### config.mk
export PLATFORM = sky130hd
export DESIGN_NAME = cache_arbiter_flat
export DESIGN_NICKNAME = d
export VERILOG_FILES = /design/src/rtl/cache_arbiter_if.sv /design/src/rtl/cache_arbiter.sv /design/src/flat_wrapper.sv
export SDC_FILE = /design/constraint.sdc
export NUM_CORES = 1
export LEC_CHECK = 0
export CAP_MARGIN = 40
export CORE_AREA = 2 2 548 550
export DETAILED_ROUTE_END_ITERATION = 12
export DIE_AREA = 0 0 550 552
export PLACE_DENSITY = 0.3
export SKIP_CTS_REPAIR_TIMING = 1
export SLEW_MARGIN = 20
export SYNTH_ARGS = -nofsm -noshare
export SYNTH_HDL_FRONTEND = slang
export SYNTH_SLANG_ARGS = --single-unit
### constraint.sdc
create_clock -name clk -period 29.6 [get_ports clk]
set_input_delay 7.4 -clock clk [delete_from_list [all_inputs] [get_ports clk]]
set_output_delay 7.4 -clock clk [all_outputs]
set_load 0.01 [all_outputs]
### src/rtl/cache_arbiter_if.sv
// Bundle of the icache/dcache miss ports and the physical-memory port seen by cache_arbiter.
// slave is the arbiter's view; master is the view of the caches plus main memory.
interface cache_arbiter_if #(
   parameter int ADDR_WIDTH = 32,
   parameter int LINE_WIDTH = 256
);
   logic                  i_pmem_read;
   logic [ADDR_WIDTH-1:0] i_pmem_address;
   logic [LINE_WIDTH-1:0] i_pmem_rdata;
   logic                  i_pmem_resp;

   logic                  d_pmem_read;
   logic                  d_pmem_write;
   logic [ADDR_WIDTH-1:0] d_pmem_address;
   logic [LINE_WIDTH-1:0] d_pmem_wdata;
   logic [LINE_WIDTH-1:0] d_pmem_rdata;
   logic                  d_pmem_resp;

   logic                  mem_read;
   logic                  mem_write;
   logic [ADDR_WIDTH-1:0] mem_address;
   logic [LINE_WIDTH-1:0] mem_wdata;
   logic [LINE_WIDTH-1:0] mem_rdata;
   logic                  mem_resp;

   logic                  arb_busy;

   modport slave (
      input  i_pmem_read, i_pmem_address,
      input  d_pmem_read, d_pmem_write, d_pmem_address, d_pmem_wdata,
      input  mem_rdata, mem_resp,
      output i_pmem_rdata, i_pmem_resp,
      output d_pmem_rdata, d_pmem_resp,
      output mem_read, mem_write, mem_address, mem_wdata,
      output arb_busy
   );

   modport master (
      output i_pmem_read, i_pmem_address,
      output d_pmem_read, d_pmem_write, d_pmem_address, d_pmem_wdata,
      output mem_rdata, mem_resp,
      input  i_pmem_rdata, i_pmem_resp,
      input  d_pmem_rdata, d_pmem_resp,
      input  mem_read, mem_write, mem_address, mem_wdata,
      input  arb_busy
   );
endinterface

### src/rtl/cache_arbiter.sv
// Shares one physical-memory port between icache and dcache, one latched line transaction
// at a time, alternating grants when both miss together.
module cache_arbiter #(
   parameter int ADDR_WIDTH = 32,
   parameter int LINE_WIDTH = 256
) (
   input  logic            clk,
   input  logic            rst,
   cache_arbiter_if.slave  bus
);

   typedef enum logic [1:0] {IDLE, SERVE_I, SERVE_D} state_t;
   typedef enum logic {GRANT_I, GRANT_D} grant_t;
   typedef enum logic {OP_READ, OP_WRITE} op_t;

   state_t                state_q, state_d;
   grant_t                last_grant_q, last_grant_d;
   op_t                   op_q, op_d;
   logic [ADDR_WIDTH-1:0] addr_q, addr_d;
   logic [LINE_WIDTH-1:0] wdata_q, wdata_d;

   logic i_req, d_req;

   assign i_req = bus.i_pmem_read;
   assign d_req = bus.d_pmem_read | bus.d_pmem_write;

   always_ff @(posedge clk or posedge rst) begin
      if (rst) begin
         state_q      <= IDLE;
         last_grant_q <= GRANT_I;
         op_q         <= OP_READ;
         addr_q       <= '0;
         wdata_q      <= '0;
      end else begin
         state_q      <= state_d;
         last_grant_q <= last_grant_d;
         op_q         <= op_d;
         addr_q       <= addr_d;
         wdata_q      <= wdata_d;
      end
   end

   always_comb begin
      state_d          = state_q;
      last_grant_d     = last_grant_q;
      op_d             = op_q;
      addr_d           = addr_q;
      wdata_d          = wdata_q;
      bus.mem_read     = 1'b0;
      bus.mem_write    = 1'b0;
      bus.i_pmem_resp  = 1'b0;
      bus.d_pmem_resp  = 1'b0;
      bus.i_pmem_rdata = '0;
      bus.d_pmem_rdata = '0;

      unique case (state_q)
         IDLE: begin
            // On a tie the icache wins only if the dcache had the previous grant.
            if (i_req && (!d_req || last_grant_q == GRANT_D)) begin
               state_d      = SERVE_I;
               last_grant_d = GRANT_I;
               addr_d       = bus.i_pmem_address;
            end else if (d_req) begin
               state_d      = SERVE_D;
               last_grant_d = GRANT_D;
               addr_d       = bus.d_pmem_address;
               wdata_d      = bus.d_pmem_wdata;
               op_d         = bus.d_pmem_write ? OP_WRITE : OP_READ;
            end
         end
         SERVE_I: begin
            bus.mem_read = 1'b1;
            if (bus.mem_resp) begin
               bus.i_pmem_resp  = 1'b1;
               bus.i_pmem_rdata = bus.mem_rdata;
               state_d          = IDLE;
            end
         end
         SERVE_D: begin
            bus.mem_read  = (op_q == OP_READ);
            bus.mem_write = (op_q == OP_WRITE);
            if (bus.mem_resp) begin
               bus.d_pmem_resp  = 1'b1;
               bus.d_pmem_rdata = bus.mem_rdata;
               state_d          = IDLE;
            end
         end
         default: state_d = IDLE;
      endcase
   end

   assign bus.mem_address = addr_q;
   assign bus.mem_wdata   = wdata_q;
   assign bus.arb_busy    = (state_q != IDLE);

endmodule

### src/flat_wrapper.sv
// flat-port wrapper written by rule: the top's interface ports become plain ports
module cache_arbiter_flat 
#(
   parameter int ADDR_WIDTH = 32,
   parameter int LINE_WIDTH = 256
)
  (clk, rst, bus_i_pmem_read, bus_i_pmem_address, bus_d_pmem_read, bus_d_pmem_write, bus_d_pmem_address, bus_d_pmem_wdata, bus_mem_rdata, bus_mem_resp, bus_i_pmem_rdata, bus_i_pmem_resp, bus_d_pmem_rdata, bus_d_pmem_resp, bus_mem_read, bus_mem_write, bus_mem_address, bus_mem_wdata, bus_arb_busy);
  cache_arbiter_if #(.ADDR_WIDTH(ADDR_WIDTH), .LINE_WIDTH(LINE_WIDTH)) bus_i ();
  input  logic clk;
  input  logic rst;
  input wire logic [$bits(bus_i.i_pmem_read)-1:0] bus_i_pmem_read;
  input wire logic [$bits(bus_i.i_pmem_address)-1:0] bus_i_pmem_address;
  input wire logic [$bits(bus_i.d_pmem_read)-1:0] bus_d_pmem_read;
  input wire logic [$bits(bus_i.d_pmem_write)-1:0] bus_d_pmem_write;
  input wire logic [$bits(bus_i.d_pmem_address)-1:0] bus_d_pmem_address;
  input wire logic [$bits(bus_i.d_pmem_wdata)-1:0] bus_d_pmem_wdata;
  input wire logic [$bits(bus_i.mem_rdata)-1:0] bus_mem_rdata;
  input wire logic [$bits(bus_i.mem_resp)-1:0] bus_mem_resp;
  output wire logic [$bits(bus_i.i_pmem_rdata)-1:0] bus_i_pmem_rdata;
  output wire logic [$bits(bus_i.i_pmem_resp)-1:0] bus_i_pmem_resp;
  output wire logic [$bits(bus_i.d_pmem_rdata)-1:0] bus_d_pmem_rdata;
  output wire logic [$bits(bus_i.d_pmem_resp)-1:0] bus_d_pmem_resp;
  output wire logic [$bits(bus_i.mem_read)-1:0] bus_mem_read;
  output wire logic [$bits(bus_i.mem_write)-1:0] bus_mem_write;
  output wire logic [$bits(bus_i.mem_address)-1:0] bus_mem_address;
  output wire logic [$bits(bus_i.mem_wdata)-1:0] bus_mem_wdata;
  output wire logic [$bits(bus_i.arb_busy)-1:0] bus_arb_busy;
  assign bus_i.i_pmem_read = bus_i_pmem_read;
  assign bus_i.i_pmem_address = bus_i_pmem_address;
  assign bus_i.d_pmem_read = bus_d_pmem_read;
  assign bus_i.d_pmem_write = bus_d_pmem_write;
  assign bus_i.d_pmem_address = bus_d_pmem_address;
  assign bus_i.d_pmem_wdata = bus_d_pmem_wdata;
  assign bus_i.mem_rdata = bus_mem_rdata;
  assign bus_i.mem_resp = bus_mem_resp;
  assign bus_i_pmem_rdata = bus_i.i_pmem_rdata;
  assign bus_i_pmem_resp = bus_i.i_pmem_resp;
  assign bus_d_pmem_rdata = bus_i.d_pmem_rdata;
  assign bus_d_pmem_resp = bus_i.d_pmem_resp;
  assign bus_mem_read = bus_i.mem_read;
  assign bus_mem_write = bus_i.mem_write;
  assign bus_mem_address = bus_i.mem_address;
  assign bus_mem_wdata = bus_i.mem_wdata;
  assign bus_arb_busy = bus_i.arb_busy;
  cache_arbiter #(.ADDR_WIDTH(ADDR_WIDTH), .LINE_WIDTH(LINE_WIDTH)) u_core (.clk(clk), .rst(rst), .bus(bus_i));
endmodule
==> results of run 1 <==
[registers in the layout (all words and copies together) (netlist names)]
signal                  count
u_core.op_q                 1
u_core.bus.mem_address     32
u_core.state_q              2
u_core.last_grant_q         1
u_core.bus.mem_wdata      256
[layer usage]
metal | GRT usage | up-vias | share of wire
met5 | 0 | - | 0.0020
met2 | 0.2247 | 1377 | 0.46
met1 | 0.1388 | 8933 | 0.35
met3 | 0.08699 | 326 | 0.16
met4 | 0.03875 | 62 | 0.032
li1 | - | 7676 | -
[metrics by stage]
stage,std cells,hold slack (ns),area (um2),worst slack (ns)
2_1_floorplan,1377,0.4805,16010,13.95
3_3_place_gp,6575,0.4915,34010,12.11
3_5_place_dp,6592,0.4918,34410,12.31
4_1_cts,6667,0.5070,35840,12.30
5_1_grt,6684,0.5125,35900,12.19
6_report,6750,0.5052,36060,12.29
[worst paths after layout]
| path | startpoint | to | slack, ns | cells past startpoint |
|---|---|---|---|---|
| max in group asynchronous | rst | u_core.bus.mem_address[6] | 19.75 | 7 |
| min in group asynchronous | rst | u_core.bus.mem_wdata[172] | 7.20 | 2 |
| max reg2reg | u_core.state_q[0] | u_core.bus.mem_wdata[196] | 26.00 | 8 |
| max | bus_mem_resp | bus_i_pmem_rdata[144] | 12.29 | 4 |
| min reg2reg | u_core.bus.mem_wdata[155] | u_core.bus.mem_wdata[155] | 0.51 | 1 |
| min | u_core.bus.mem_wdata[155] | u_core.bus.mem_wdata[155] | 0.51 | 1 |
[worst max-delay path: cells and delay by family]
kind,cells,cell delay (ns)
buf+inv,3,1.63
simple gates,1,0.35
[area by class of cell]
class	instances	area, um2
diodes	82	205.2
clock buffers	52	1167
clock inverters	23	262.8
fillers	34140	262200
inverters	6	32.53
multi-input cells	916	7700
flip-flops and latches	292	7307
well taps	3958	4952
repair buffers	1421	14430
[cell usage in the layout (no fill, tap or decap), types with 9 or more instances in the layout]
cell type / netlist / routed
mux2_2: 56 / 56
clkbuf_16: 0 / 41
nand3_1: 32 / 32
o21ai_0: 33 / 33
mux2_4: 200 / 200
a31oi_1: 32 / 32
nor2_1: 32 / 32
diode_2: 0 / 82
and3_1: 512 / 512
clkdlybuf4s50_1: 0 / 1384
clkinv_2: 0 / 10
buf_16: 0 / 9
buf_4: 4 / 15
clkbuf_8: 0 / 10
dfrtp_1: 292 / 292
[cells by family after synthesis]
group                      count (synthesis)  synth area share
buffers and inverters                    169           0.06519
and+or+nand+nor                          583            0.2200
DFF                                      292            0.4565
AOI/OAI and AO/OA                         74           0.02892
adders and majority gates                  3          0.002345
muxes                                    256            0.2270
[power by group through the flow]
stage	clock network (mW)	logic, mW	registers (mW)
after floorplan	0	0.769	0.814
after global placement	0	2.05	0.736
after detailed placement	0	2.07	0.741
after CTS	0.571	2.09	0.737
after global routing	0.582	2.15	0.763
final	0.541	2.02	0.734
==> results.md, run 1 <==
* Die Ht at 552 um
* Status: complete, no violations
* Total CTS buffers at 41
* Final WL at 214700 um
* VDD IR max at 56.61 uV
* CP endpoint kind: primary output
* Post-synth top area cell: dfrtp_1
* Post-Syn Nets at 1962
* Endpoints failing setup at 0
* Vias/cell at 2.722
* Number of global-route vias before repair at 18.62k
* DP HPWL at 188300 um
* Highest-delay cell along the critical path: buf_12
* Rows at 201
* Skew-Pair Late Insertion Delay at 0.63 ns
* CTS H-tree lvls at 2
* Asr flop ratio synth at 1.000
* Net count, final at 3263
* Least-Margin Pin Slew at 1.136 ns
* Commonest cells post-synth: 512 x and3_1, 292 x dfrtp_1, 200 x mux2_4
* Worst hold path type: flip-flop to flip-flop
* Avg Inst Size Synth at 11.62 um2
* Critical path peak fanout at 254
* Clock Pin Slew Worst Setup and Hold Paths at 0.06 ns
* Slew Limit Headroom at 0.2425
* Sw Ratio at 0.4159
* Fin. Hold Viols at 0
* First-pass GRT wire length at 256400 um
* Mapped Cells at 1377
* # IOs at 1387
* Finished Core Util at 0.1209
* Routed Antenna Nets at 0
* Area Overhead vs Synth at 125.3%
* Max_cap viols at 0
* Lkg Pwr at 14.84 nW
* Power share of the clock group at 0.164
* Clock Skew at 0.02817 ns
* First-pass DRT Iterations at 7
* RSZ-0062 raised after global routing: false
* Cell Area, Synth at 16010 um2
* Slew Viols, Final at 0
* Initial Util at 0.05367
* Worst Path Arrival at 9.91 ns
* Synth warn at 0
* Longest Clk Path Bufs at 3
* Req. time, crit path at 22.20 ns
* GRT Total Usage at 0.1352
* CP cell instances: buf_8 -> buf_12 -> and3_1 -> clkdlybuf4s50_1
* Crit-path max cell delay at 0.61 ns
* CTS tree: yes
* Final period utilization at 0.5847
* GRT Residual Overflow at 0
* Fmax at 0.05778 GHz
* Post-synth EDFFs at 0
* Wire length per cell at 31.80 um
* Largest net degree at the start of global routing at 254
* Most common cell in the netlist: and3_1
* Setup TNS at 0 ns
* Initial antenna violation count at 212
* I/O Buffers at 1386
* Share of layout cells above drive strength 1 at 0.1384
* Top post-synthesis cells by area: dfrtp_1 46%, and3_1 20%, mux2_4 19%
* P_int at 1.923 mW
* Post-route minimum period at 17.31 ns
* Comb power frac at 0.613
* Width of the die at 550 um
* Pwr dens at 91.29 nW/um2
* Routed vias at 18.37k
* Critical path class: input port to primary output
* DRC at 0
* Sequential area share after synthesis at 0.4565
* Yosys reg bits at 292
* Most used DFF post-synth: dfrtp_1
* Final weighted congestion in routability-driven placement at 0.8422
* Synth top area share at 0.4565
* Switching pwr at 1.369 mW
* DR iter-0 viols at 1294
* Unique masters post-synth at 28
* # clock sinks at 292
* Core ar. at 298300 um2
* DIE AREA at 303600 um2
* Clock root buffer: clkbuf_16
* Reg power frac at 0.223
* Critical path startpoint category: input port
* Total Power at 3.292 mW
Note: power is estimated with default switching activity, not from simulation.
==> run 2: changes to the inputs <==
Clock period 29.6 ns to 17.4 ns, I/O delays scaled along.
==> results.md, run 2 (same netlist as run 1, synthesis figures left out) <==
* Wire length per cell at 32.29 um (was 31.80 um)
* Routed vias at 18.46k (was 18.37k)
* DIE AREA at 303600 um2 (unchanged)
* Core ar. at 298300 um2 (unchanged)
* Area Overhead vs Synth at 124.9% (was 125.3%)
* Reg power frac at 0.224 (was 0.223)
* # IOs at 1387 (unchanged)
* Fmax at 0.08837 GHz
* Worst hold path type: flip-flop to flip-flop (unchanged)
* I/O Buffers at 1386 (unchanged)
* Critical path peak fanout at 228 (was 254)
* Status: complete, no violations (unchanged)
* CTS H-tree lvls at 2 (unchanged)
* Comb power frac at 0.614 (was 0.613)
* Setup TNS at 0 ns (unchanged)
* Final WL at 217300 um (was 214700 um)
* Finished Core Util at 0.1207 (was 0.1209)
* DP HPWL at 189900 um (was 188300 um)
* Fillers at 34.18k (was 34.14k)
* Width of the die at 550 um (unchanged)
* Endpoints failing setup at 0 (unchanged)
* Place WS at 6.238 ns (was 12.31 ns)
* Placed Cells at 6594 (was 6592)
* Max_cap viols at 0 (unchanged)
* Critical path startpoint category: input port (unchanged)
* Cell family contributing the most delay on the critical path: buffers and inverters (unchanged)
* Final period utilization at 0.6504
* Lkg Pwr at 14.82 nW (was 14.84 nW)
* Critical path class: input port to primary output (unchanged)
* GRT Total Usage at 0.1370 (was 0.1352)
* P_int at 3.268 mW (was 1.923 mW)
* Post-route setup slack at 6.084 ns (was 12.29 ns)
* Initial antenna violation count at 197 (was 212)
* CP cell instances: buf_8 -> buf_12 -> and3_1 -> clkdlybuf4s50_1 (unchanged)
* Skew-Pair Late Insertion Delay at 0.65 ns (was 0.63 ns)
* Longest Clk Path Bufs at 3 (unchanged)
* Clock root buffer: clkbuf_16 (unchanged)
* Req. time, crit path at 13.05 ns (was 22.20 ns)
* Number of global-route vias before repair at 18.71k (was 18.62k)
* Final weighted congestion in routability-driven placement at 0.8470 (was 0.8422)
* First-pass DRT Iterations at 5 (was 7)
* Largest net degree at the start of global routing at 229 (was 254)
* VDD IR max at 69.65 uV (was 56.61 uV)
* DRC at 0 (unchanged)
* CTS tree: yes (unchanged)
* Vias/cell at 2.742 (was 2.722)
* Crit-path max cell delay at 0.68 ns (was 0.61 ns)
* Switching pwr at 2.343 mW (was 1.369 mW)
* Initial Util at 0.05367 (unchanged)
* Sw Ratio at 0.4176 (was 0.4159)
* Rows at 201 (unchanged)
* First-pass GRT wire length at 260000 um (was 256400 um)
* DR iter-0 viols at 1331 (was 1294)
* Commonest non-fill, non-tap cell in the layout: clkdlybuf4s50_1 (unchanged)
* Share of layout cells above drive strength 1 at 0.1363 (was 0.1384)
* Non-filler instance count after layout at 6730 (was 6750)
* RSZ-0062 raised after global routing: false (unchanged)
* Least-Margin Pin Slew at 1.192 ns (was 1.136 ns)
* Routed Antenna Nets at 0 (unchanged)
* Die Ht at 552 um (unchanged)
* Buf/Inv on CP at 3 (unchanged)
* Total CTS buffers at 40 (was 41)
* Clock Pin Slew Worst Setup and Hold Paths at 0.06 ns (about the same)
* Pwr dens at 155.8 nW/um2 (was 91.29 nW/um2)
* Highest-delay cell along the critical path: clkdlybuf4s50_1 (was buf_12)
* Clock Skew at 0.04915 ns (was 0.02817 ns)
* Power share of the clock group at 0.163 (was 0.164)
* Slew Limit Headroom at 0.2052 (was 0.2425)
* Most frequent cells in the layout: 1384 x clkdlybuf4s50_1, 512 x and3_1, 292 x dfrtp_1 (unchanged)
* CP endpoint kind: primary output (unchanged)
* GRT Residual Overflow at 0 (unchanged)
* Fin. Hold Viols at 0 (unchanged)
* Net count, final at 3265 (was 3263)
* Slew Viols, Final at 0 (unchanged)
* Max FFs per register at 256 (unchanged)
* Post-route minimum period at 11.32 ns
* # clock sinks at 292 (unchanged)
* Worst Path Arrival at 6.97 ns (was 9.91 ns)
[run 2: cell types whose count changed in the layout (fill, tap and decap cells not counted), moves of 2 or more]
cell and delta:
diode_2 -18, clkinv_2 -5, clkbuf_1 +4, buf_4 +2, clkbuf_8 -2
[run 2: power groups by stage]
stage          sequential [mW]  clock [mW]  combinational (mW)
6_report                  1.25       0.913                3.44
5_1_grt                   1.30       0.983                3.67
4_1_cts                   1.26       0.972                3.56
3_5_place_dp              1.27           0                3.54
3_3_place_gp              1.25           0                3.50
2_1_floorplan             1.38           0                1.31
[run 2: layout make-up]
class	count	area, um2	share of cell area
clock buffers	53	1130	0.03138
inverters	6	32.53	0.0009035
repair buffers	1424	14470	0.4019
well taps	3958	4952	0.1375
flip-flops and latches	292	7307	0.2029
multi-input cells	916	7700	0.2139
clock inverters	17	254.0	0.007055
diodes	64	160.2	0.004448
[run 2: routing by layer]
metal	vias up	share of wire	global-route usage
li1	7668	-	-
met1	9041	0.35	0.1410
met2	1357	0.47	0.2322
met3	332	0.15	0.08784
met4	58	0.025	0.02823
met5	-	0.0018	0
[run 2: worst paths after layout]
path	start	end	slack (ns)	depth (start not counted)
min in group asynchronous	rst	u_core.bus.mem_wdata[50]	4.11	2
max in group asynchronous	rst	u_core.bus.mem_wdata[251]	11.28	6
max reg2reg	u_core.state_q[0]	u_core.bus.mem_wdata[251]	13.88	8
min	u_core.bus.mem_wdata[243]	u_core.bus.mem_wdata[243]	0.51	1
max	bus_mem_resp	bus_d_pmem_rdata[60]	6.08	4
min reg2reg	u_core.bus.mem_wdata[243]	u_core.bus.mem_wdata[243]	0.51	1
[run 2: metrics by stage]
step                      power [mW]  hold slack [ns]  instance area, um2
after global routing           5.957           0.5165               35860
after CTS                      5.792           0.5081               35800
final                          5.610           0.5064               36000
after global placement         4.748           0.4902               34030
after floorplan                2.693           0.4805               16010
after detailed placement       4.804           0.4906               34410
==> run 3: changes to the inputs <==
Settings changed: CORE_AREA 2 2 548 550 to 2 2 541 543, DIE_AREA 0 0 550 552 to 0 0 543 545.
Clock period 17.4 ns to 10.3 ns, I/O delays scaled along.
==> results.md, run 3 (same netlist as run 1, synthesis figures left out) <==
* Endpoints failing setup at 0 (unchanged)
* # clock sinks at 292 (unchanged)
* Reg-to-reg startpoint: u_core.state_q[0] (unchanged)
* Skew-Pair Late Insertion Delay at 0.63 ns (was 0.65 ns)
* Reg power frac at 0.231 (was 0.224)
* Routed vias at 18.25k (was 18.46k)
* Final weighted congestion in routability-driven placement at 0.8275 (was 0.8470)
* GRT Total Usage at 0.1319 (was 0.1370)
* Longest Clk Path Bufs at 3 (unchanged)
* Critical path startpoint category: input port (unchanged)
* # IOs at 1387 (unchanged)
* Slew Viols, Final at 0 (unchanged)
* Initial antenna violation count at 193 (was 197)
* WHS Endpoint: u_core.bus.mem_wdata[204] (was u_core.bus.mem_wdata[243])
* Final period utilization at 0.7539
* Cell family contributing the most delay on the critical path: buffers and inverters (unchanged)
* Total CTS buffers at 40 (unchanged)
* Core ar. at 290100 um2 (was 298300 um2)
* Pwr dens at 258.1 nW/um2 (was 155.8 nW/um2)
* Share of layout cells above drive strength 1 at 0.1329 (was 0.1363)
* Commonest non-fill, non-tap cell in the layout: clkdlybuf4s50_1 (unchanged)
* RSZ-0062 raised after global routing: false (unchanged)
* Vias/cell at 2.732 (was 2.742)
* Routed Antenna Nets at 0 (unchanged)
* Clock root buffer: clkbuf_16 (unchanged)
* CTS tree: yes (unchanged)
* DP HPWL at 179600 um (was 189900 um)
* Switching pwr at 3.764 mW (was 2.343 mW)
* Setup TNS at 0 ns (unchanged)
* Clock Pin Slew Worst Setup and Hold Paths at 0.06 ns (about the same)
* I/O Buffers at 1386 (unchanged)
* Most frequent cells in the layout: 1384 x clkdlybuf4s50_1, 512 x and3_1, 292 x dfrtp_1 (unchanged)
* DRC at 0 (unchanged)
* Rows at 198 (was 201)
* Req. time, crit path at 7.73 ns (was 13.05 ns)
* First-pass DRT Iterations at 5 (unchanged)
* CP endpoint kind: primary output (unchanged)
* DIE AREA at 295900 um2 (was 303600 um2)
* R2R Setup Slk at 7.25 ns (was 13.88 ns)
* Least-Margin Pin Slew at 1.020 ns (was 1.192 ns)
* Sw Ratio at 0.4078 (was 0.4176)
* CTS H-tree lvls at 2 (unchanged)
* Initial Util at 0.05518 (was 0.05367)
* Critical path class: input port to primary output (unchanged)
* GRT Residual Overflow at 0 (unchanged)
* Worst Path Arrival at 5.19 ns (was 6.97 ns)
* First-pass GRT wire length at 244300 um (was 260000 um)
* Final WL at 206400 um (was 217300 um)
* Largest net degree at the start of global routing at 185 (was 229)
* CP cell instances: buf_8 -> buf_4 -> and3_1 -> clkdlybuf4s50_1 (was buf_8 -> buf_12 -> and3_1 -> clkdlybuf4s50_1)
* Power share of the clock group at 0.166 (was 0.163)
* Max_cap viols at 0 (unchanged)
* Fin. Hold Viols at 0 (unchanged)
* Comb power frac at 0.603 (was 0.614)
* Wire length per cell at 30.90 um (was 32.29 um)
* Post-route setup slack at 2.535 ns (was 6.084 ns)
* Worst Hold Depth at 1 (unchanged)
* Clock Skew at 0.01887 ns (was 0.04915 ns)
* Place WS at 2.635 ns (was 6.238 ns)
* Highest-delay cell along the critical path: buf_4 (was clkdlybuf4s50_1)
* Area Overhead vs Synth at 123.4% (was 124.9%)
* Buf/Inv on CP at 3 (unchanged)
* Width of the die at 543 um (was 550 um)
* Slew Limit Headroom at 0.3199 (was 0.2052)
* Fmax at 0.1288 GHz
* Number of global-route vias before repair at 18.35k (was 18.71k)
* Max FFs per register at 256 (unchanged)
* Die Ht at 545 um (was 552 um)
* Crit-path max cell delay at 0.78 ns (was 0.68 ns)
* Fillers at 32.98k (was 34.18k)
* P_int at 5.466 mW (was 3.268 mW)
* Worst hold start: u_core.bus.mem_wdata[204] (was u_core.bus.mem_wdata[243])
* Lkg Pwr at 14.73 nW (was 14.82 nW)
* DR iter-0 viols at 1270 (was 1331)
* Critical path peak fanout at 147 (was 228)
* Depth of the worst register-to-register path at 6 (was 8)
* Reg-to-reg endpoint: u_core.bus.mem_wdata[19] (was u_core.bus.mem_wdata[251])
* VDD IR max at 164.7 uV (was 69.65 uV)
* Status: complete, no violations (unchanged)
* Net count, final at 3259 (was 3265)
* Post-route minimum period at 7.765 ns
* Worst hold path type: flip-flop to flip-flop (unchanged)
## run 3: how the worst max path moves through the flow
stage | to | cells after the start | from
after CTS | bus_i_pmem_rdata[67] | 4 | bus_mem_resp
after detailed placement | bus_i_pmem_rdata[67] | 4 | bus_mem_resp
final | bus_i_pmem_rdata[64] | 4 | bus_mem_resp
after global routing | bus_i_pmem_rdata[67] | 4 | bus_mem_resp
after global placement | bus_i_pmem_rdata[67] | 4 | bus_mem_resp
after floorplan | u_core.bus.mem_address[0] | 1 | rst
## run 3: area by class of cell
cell class / count / area, um2 / area share
Antenna cell: 78 / 195.2 / 0.005458
Clock inverter: 12 / 202.7 / 0.005668
Timing Repair Buffer: 1418 / 14290 / 0.3997
Sequential cell: 292 / 7307 / 0.2043
Inverter: 6 / 28.78 / 0.0008048
Multi-Input combinational cell: 916 / 7694 / 0.2152
Tap cell: 3900 / 4880 / 0.1365
Clock buffer: 58 / 1159 / 0.03240
## run 3: per-layer routing
layer  wire length [um]  vias up  GRT usage
met5                503        -          0
met4               6009       78    0.03439
met3              33950      352    0.09185
met2              90520     1294     0.2075
met1              75410     8858     0.1422
li1                   -     7670          -
## run 3: power groups by stage
stage / registers [mW] / clock network [mW] / logic [mW]
2_1_floorplan: 2.34 / 0 / 2.21
3_3_place_gp: 2.13 / 0 / 5.70
3_5_place_dp: 2.15 / 0 / 5.69
4_1_cts: 2.14 / 1.64 / 5.73
5_1_grt: 2.21 / 1.66 / 5.95
6_report: 2.13 / 1.53 / 5.57
## run 3: per-stage QoR
step | std cells | hold WS [ns] | utilization | power, mW | instance area (um2)
final | 6680 | 0.5038 | 0.1233 | 9.230 | 35760
after global routing | 6623 | 0.5164 | 0.1228 | 9.821 | 35620
after CTS | 6600 | 0.5066 | 0.1224 | 9.508 | 35510
after detailed placement | 6530 | 0.4902 | 0.1177 | 7.841 | 34150
after global placement | 6523 | 0.4904 | 0.1172 | 7.830 | 33990
after floorplan | 1377 | 0.4805 | - | 4.550 | 16010
## run 3: worst reg2reg max path: stages, from the launching register on
cell and delay [ns]:
dfrtp_1 0.41, inv_1 0.11, ha_1 0.29, o221ai_4 0.26, buf_4 0.70, buf_4 0.76
mux2_4 0.39
